## config.mk

```make
export PLATFORM = sky130hd
export DESIGN_NAME = merge2_rr_flat
export DESIGN_NICKNAME = d
export VERILOG_FILES = /design/src/rtl/merge2_rr_if.sv /design/src/rtl/merge2_rr.sv /design/src/flat_wrapper.sv
export SDC_FILE = /design/constraint.sdc
export NUM_CORES = 1
export LEC_CHECK = 0
export ABC_CLOCK_PERIOD_IN_PS = 1910
export CORE_MARGIN = 1
export CORE_UTILIZATION = 53
export CTS_CLUSTER_SIZE = 8
export DETAILED_ROUTE_END_ITERATION = 8
export HOLD_SLACK_MARGIN = 0.05
export PLACE_DENSITY_LB_ADDON = 0.12
export SLEW_MARGIN = 20
export SYNTH_ARGS = -nofsm -noshare
export SYNTH_HDL_FRONTEND = slang
export SYNTH_SLANG_ARGS = --single-unit
```

## constraint.sdc

```tcl
create_clock -name clk -period 1.91 [get_ports clk]
set_clock_uncertainty 0.15 [all_clocks]
set_input_delay 0.2865 -clock clk [delete_from_list [all_inputs] [get_ports clk]]
set_output_delay 0.2865 -clock clk [all_outputs]
set_load 0.02 [all_outputs]
```

## src/rtl/merge2_rr_if.sv

```systemverilog
// rtl/merge2_rr_if.sv - valid/ready flit link used on the merge2_rr inputs and output
interface merge2_rr_if #(
  parameter int W = 9
);
  logic [W-1:0] data;
  logic         valid;
  logic         ready;

  modport master (output data, output valid, input ready);
  modport slave  (input data, input valid, output ready);
endinterface

```

## src/rtl/merge2_rr.sv

```systemverilog
// rtl/merge2_rr.sv - two-input round-robin merge of flits with per-input FIFOs and a registered output
module merge2_rr #(
  parameter int W     = 9,
  parameter int DEPTH = 2
) (
  input  logic        clk,
  input  logic        reset,
  merge2_rr_if.slave  in0,
  merge2_rr_if.slave  in1,
  merge2_rr_if.master out,
  output logic        out_src
);
  localparam int AW = $clog2(DEPTH);
  localparam int CW = $clog2(DEPTH + 1);
  localparam logic [CW-1:0] FULL = CW'(DEPTH);

  logic [W-1:0]  mem0 [DEPTH];
  logic [W-1:0]  mem1 [DEPTH];
  logic [AW-1:0] wp0, rp0, wp1, rp1;
  logic [CW-1:0] cnt0, cnt1;
  logic          last;
  logic          push0, push1, pop0, pop1, load;

  // Ready looks only at the registered count, so a same-cycle pop never lets a full FIFO accept.
  assign in0.ready = !reset && (cnt0 < FULL);
  assign in1.ready = !reset && (cnt1 < FULL);
  assign push0     = in0.valid && in0.ready;
  assign push1     = in1.valid && in1.ready;
  assign load      = !out.valid || out.ready;

  always_comb begin
    pop0 = 1'b0;
    pop1 = 1'b0;
    if (load) begin
      if ((cnt0 != '0) && (cnt1 != '0)) begin
        pop0 = last;
        pop1 = !last;
      end else begin
        pop0 = (cnt0 != '0);
        pop1 = (cnt1 != '0);
      end
    end
  end

  always_ff @(posedge clk) begin
    if (push0) mem0[wp0] <= in0.data;
    if (push1) mem1[wp1] <= in1.data;
  end

  always_ff @(posedge clk or posedge reset) begin
    if (reset) begin
      wp0       <= '0;
      rp0       <= '0;
      cnt0      <= '0;
      wp1       <= '0;
      rp1       <= '0;
      cnt1      <= '0;
      last      <= 1'b1;
      out.valid <= 1'b0;
      out.data  <= '0;
      out_src   <= 1'b0;
    end else begin
      if (push0) wp0 <= wp0 + 1'b1;
      if (push1) wp1 <= wp1 + 1'b1;
      if (pop0)  rp0 <= rp0 + 1'b1;
      if (pop1)  rp1 <= rp1 + 1'b1;

      if (push0 && !pop0)      cnt0 <= cnt0 + 1'b1;
      else if (!push0 && pop0) cnt0 <= cnt0 - 1'b1;
      if (push1 && !pop1)      cnt1 <= cnt1 + 1'b1;
      else if (!push1 && pop1) cnt1 <= cnt1 - 1'b1;

      // Data and source are left alone when the output drains empty.
      if (pop0) begin
        out.data  <= mem0[rp0];
        out_src   <= 1'b0;
        last      <= 1'b0;
        out.valid <= 1'b1;
      end else if (pop1) begin
        out.data  <= mem1[rp1];
        out_src   <= 1'b1;
        last      <= 1'b1;
        out.valid <= 1'b1;
      end else if (load) begin
        out.valid <= 1'b0;
      end
    end
  end
endmodule

```

## src/flat_wrapper.sv

```systemverilog
// flat-port wrapper written by rule: the top's interface ports become plain ports
module merge2_rr_flat 
#(
  parameter int W     = 9,
  parameter int DEPTH = 2
)
  (clk, reset, out_src, in0_data, in0_valid, in0_ready, in1_data, in1_valid, in1_ready, out_data, out_valid, out_ready);
  merge2_rr_if #(.W(W)) in0_i ();
  merge2_rr_if #(.W(W)) in1_i ();
  merge2_rr_if #(.W(W)) out_i ();
  input  logic clk;
  input  logic reset;
  output logic out_src;
  input wire logic [$bits(in0_i.data)-1:0] in0_data;
  input wire logic [$bits(in0_i.valid)-1:0] in0_valid;
  output wire logic [$bits(in0_i.ready)-1:0] in0_ready;
  input wire logic [$bits(in1_i.data)-1:0] in1_data;
  input wire logic [$bits(in1_i.valid)-1:0] in1_valid;
  output wire logic [$bits(in1_i.ready)-1:0] in1_ready;
  output wire logic [$bits(out_i.data)-1:0] out_data;
  output wire logic [$bits(out_i.valid)-1:0] out_valid;
  input wire logic [$bits(out_i.ready)-1:0] out_ready;
  assign in0_i.data = in0_data;
  assign in0_i.valid = in0_valid;
  assign in0_ready = in0_i.ready;
  assign in1_i.data = in1_data;
  assign in1_i.valid = in1_valid;
  assign in1_ready = in1_i.ready;
  assign out_data = out_i.data;
  assign out_valid = out_i.valid;
  assign out_i.ready = out_ready;
  merge2_rr #(.W(W), .DEPTH(DEPTH)) u_core (.clk(clk), .reset(reset), .in0(in0_i), .in1(in1_i), .out(out_i), .out_src(out_src));
endmodule
```

==> results.md <==
- Die width: 68.87 um
- Grt total ovfl: 0
- Initial antenna violation count: 0
- Post-synthesis cell type count: 30
- Via density: 5.725
- Hpwl dp: 3320 um
- Area Overhead vs Synth: 26.82%
- Register bit count reported by yosys: 56
- Final period util: 95.45%
- Iteration-0 DRC Markers: 63
- CP endpoint kind: flip-flop
- Commonest non-fill, non-tap cells in the layout: 36 x edfxtp_1, 33 x clkdlybuf4s50_1, 19 x dfrtp_1, 18 x mux2_2, 18 x buf_4
- Final Max Slew Viols: 0
- Die H: 68.87 um
- Die area: 0.004742 sq mm
- GP Congestion: 0.7139
- Vias in the first global route: 1,488
- Antenna cell count: 0
- Final Hold Violating Endpoints: 0
- I/O pins: 36
- Total power: 4239 uW
- Layout cell share with drive strength beyond 1: 24.65%
- Final Util: 72.52%
- Slowest stage delay, CP: 390 ps
- Post-synthesis sequential area ratio: 66.79%
- PortBufs: 35
- Mapped Area: 0.002370 sq mm
- Avg Synthesized Cell Area: 14.63 sq um
- CP Launch Type: flip-flop
- Top post-synthesis cells by area: edfxtp_1 46%, dfrtp_1 20%, mux2_2 8.6%
- Post-synth top area cell: edfxtp_1
- Final ANT Viol Nets: 0
- Pin count of the biggest net entering global routing: 18
- Num CTS Buffers: 5
- Yosys synthesis warning count: 0
- Drt first pass iters: 7
- Critical path arrival: 1900 ps
- Worst-case vdd ir drop: 0.6851 mV
- Status: finished, final reports clean
- Critical-path maximum fanout: 2
- Leak Pwr: 0.001121 uW
- WP data required: 1990 ps
- Global Route Usage Sum: 22.03%
- Final nets: 239
- Drt drc: 0
- Max-cap violations: 0
- Minimum clock period after layout: 1823 ps
- Worst-path cell chain: or2_1 > a211o_1 > ha_2 > xor2_1 > nor2_1 > xor2_1
- First-pass GRT wire length: 7148 um
- Num Clock Sinks: 56
- Clock Latency Late Sink: 300 ps
- Clock slew at reported path FFs: 90 ps
- Most used cell, CP: xor2_1
- Clock buffer depth: 2
- Max Fclk: 548.5 MHz
- Tightest Pin Transition: 444.6 ps
- Wire per inst: 17.10 um
- Pwr Density: 1410 mW/mm^2
- Via count: 1,517
- Max_slew headroom: 70.33%
- Synth Instances: 162
- Endpoints failing setup: 0
- CTS tree: built
- Crit Path Class: reg2reg
- Reg2reg setup slack: 90 ps
- Worst Hold Class: in2async
- Core region area: 0.004144 sq mm
- Synth Net Count: 187
- Final WL: 4532 um
- H-Tree Depth: 2
- Synth top area share: 45.62%
- Commonest non-fill, non-tap cell in the layout: edfxtp_1
- Initial core utilization: 57.19%
- CP max-delay cell: dfrtp_1
- CTS root buf: clkbuf_8
- Num rows: 23
area by class of cell:
type	instances	area [sq um]
clock buffer	7	86.33
clock inverter	1	3.754
fill	297	1139
inverter	3	11.26
multi-input combinational	92	715.7
sequential	56	1583
tap	50	62.56
timing repair buffer	56	543.0
synthesized netlist by cell type:
| master | count |
|---|---|
| nand2_1 | 3 |
| buf_4 | 2 |
| ha_1 | 2 |
| o21a_1 | 1 |
| xor2_1 | 4 |
| nand2b_1 | 1 |
| mux2_2 | 18 |
| o21ba_1 | 1 |
| o31ai_1 | 9 |
| and3_1 | 2 |
| inv_1 | 3 |
| nor4_2 | 1 |
| o21ai_0 | 10 |
| o31ai_2 | 1 |
| or2_1 | 2 |
| dfrtp_1 | 19 |
| edfxtp_1 | 36 |
| a211o_1 | 1 |
| xnor2_1 | 6 |
| nor2b_2 | 1 |
| a31oi_1 | 9 |
| dfstp_2 | 1 |
| nor2_1 | 9 |
| buf_6 | 1 |
| clkbuf_2 | 1 |
| buf_2 | 6 |
| nand3_2 | 1 |
| o21bai_4 | 1 |
| clkbuf_1 | 1 |
| nor4_1 | 9 |
report_power, final:
part | total [uW] | switching [uW] | leakage (uW) | internal (uW)
Clock | 633 | 342 | 0.0000459 | 291
Sequential | 1870 | 272 | 0.000560 | 1600
Combinational | 1730 | 837 | 0.000515 | 896
Total | 4240 | 1450 | 0.00112 | 2790
state kept, by name, summed over array words and instances (netlist names):
name              count
u_core.rp1            1
u_core.out_src        1
u_core.cnt1           2
u_core.wp1            1
u_core.out.valid      1
u_core.last           1
u_core.cnt0           2
u_core.out.data       9
u_core.wp0            1
u_core.mem0          18
u_core.mem1          18
u_core.rp0            1
cells by family after synthesis:
family / share of synthesized area [%]
flip-flops: 66.79
AO/OA/AOI/OAI: 9.768
AND/OR/NAND/NOR: 6.916
multiplexers: 8.553
buffers and inverters: 3.220
XOR/XNOR: 3.696
adder cells (fa/ha/maj): 1.056
routing by layer:
layer | GRT usage, % | wire (um) | up-vias
met1 | 27.53 | 1940 | 747
met3 | 5.757 | 184 | 7
met5 | 0 | 0 | -
li1 | - | - | 717
met4 | 8.673 | 86 | 0
met2 | 36.41 | 2321 | 46
critical path, delay by kind of cell (launching register included):
family | cells | cell delay (ps)
compound gates | 1 | 310
xor+xnor | 2 | 290
fa+ha+maj | 1 | 200
flops | 1 | 390
simple gates | 2 | 410
through the flow:
stage	hold slack (ps)	setup slack [ps]	TNS [ps]	area [sq um]	instances
2_1_floorplan	99.59	15.46	0	2372	162
3_3_place_gp	325.7	-40.97	-416.5	2908	256
3_5_place_dp	339.1	-105.5	-410.0	2908	256
4_1_cts	202.3	28.85	0	2995	264
5_1_grt	218.9	-1.449	-1.449	3005	265
6_report	194.2	86.86	0	3005	265
path summary, 6_finish.rpt:
kind | start | endpoint | cells after the start
worst max-delay path | u_core.cnt0[0]$_DFFE_PP0P_ | u_core.cnt1[1]$_DFFE_PP0P_ | 6
worst min-delay path | reset | u_core.wp0$_DFFE_PP0P_ | 2
worst max register to register | u_core.cnt0[0]$_DFFE_PP0P_ | u_core.cnt1[1]$_DFFE_PP0P_ | 6
worst min register to register | u_core.wp0$_DFFE_PP0P_ | u_core.wp0$_DFFE_PP0P_ | 1
max in group asynchronous | reset | u_core.out.data[6]$_DFFE_PP0P_ | 3
min in group clk | u_core.wp0$_DFFE_PP0P_ | u_core.wp0$_DFFE_PP0P_ | 1
what timing repair did:
action | CTS | global route
setup endpoints to repair | 2 | 1
endpoints found under the hold margin | 0 | 0
pin swaps | 0 | 3
hold buffers | 0 | 0
buffers inserted | 0 | 1
resized for setup | 2 | 1
Note: power is estimated with default switching activity, not from simulation.
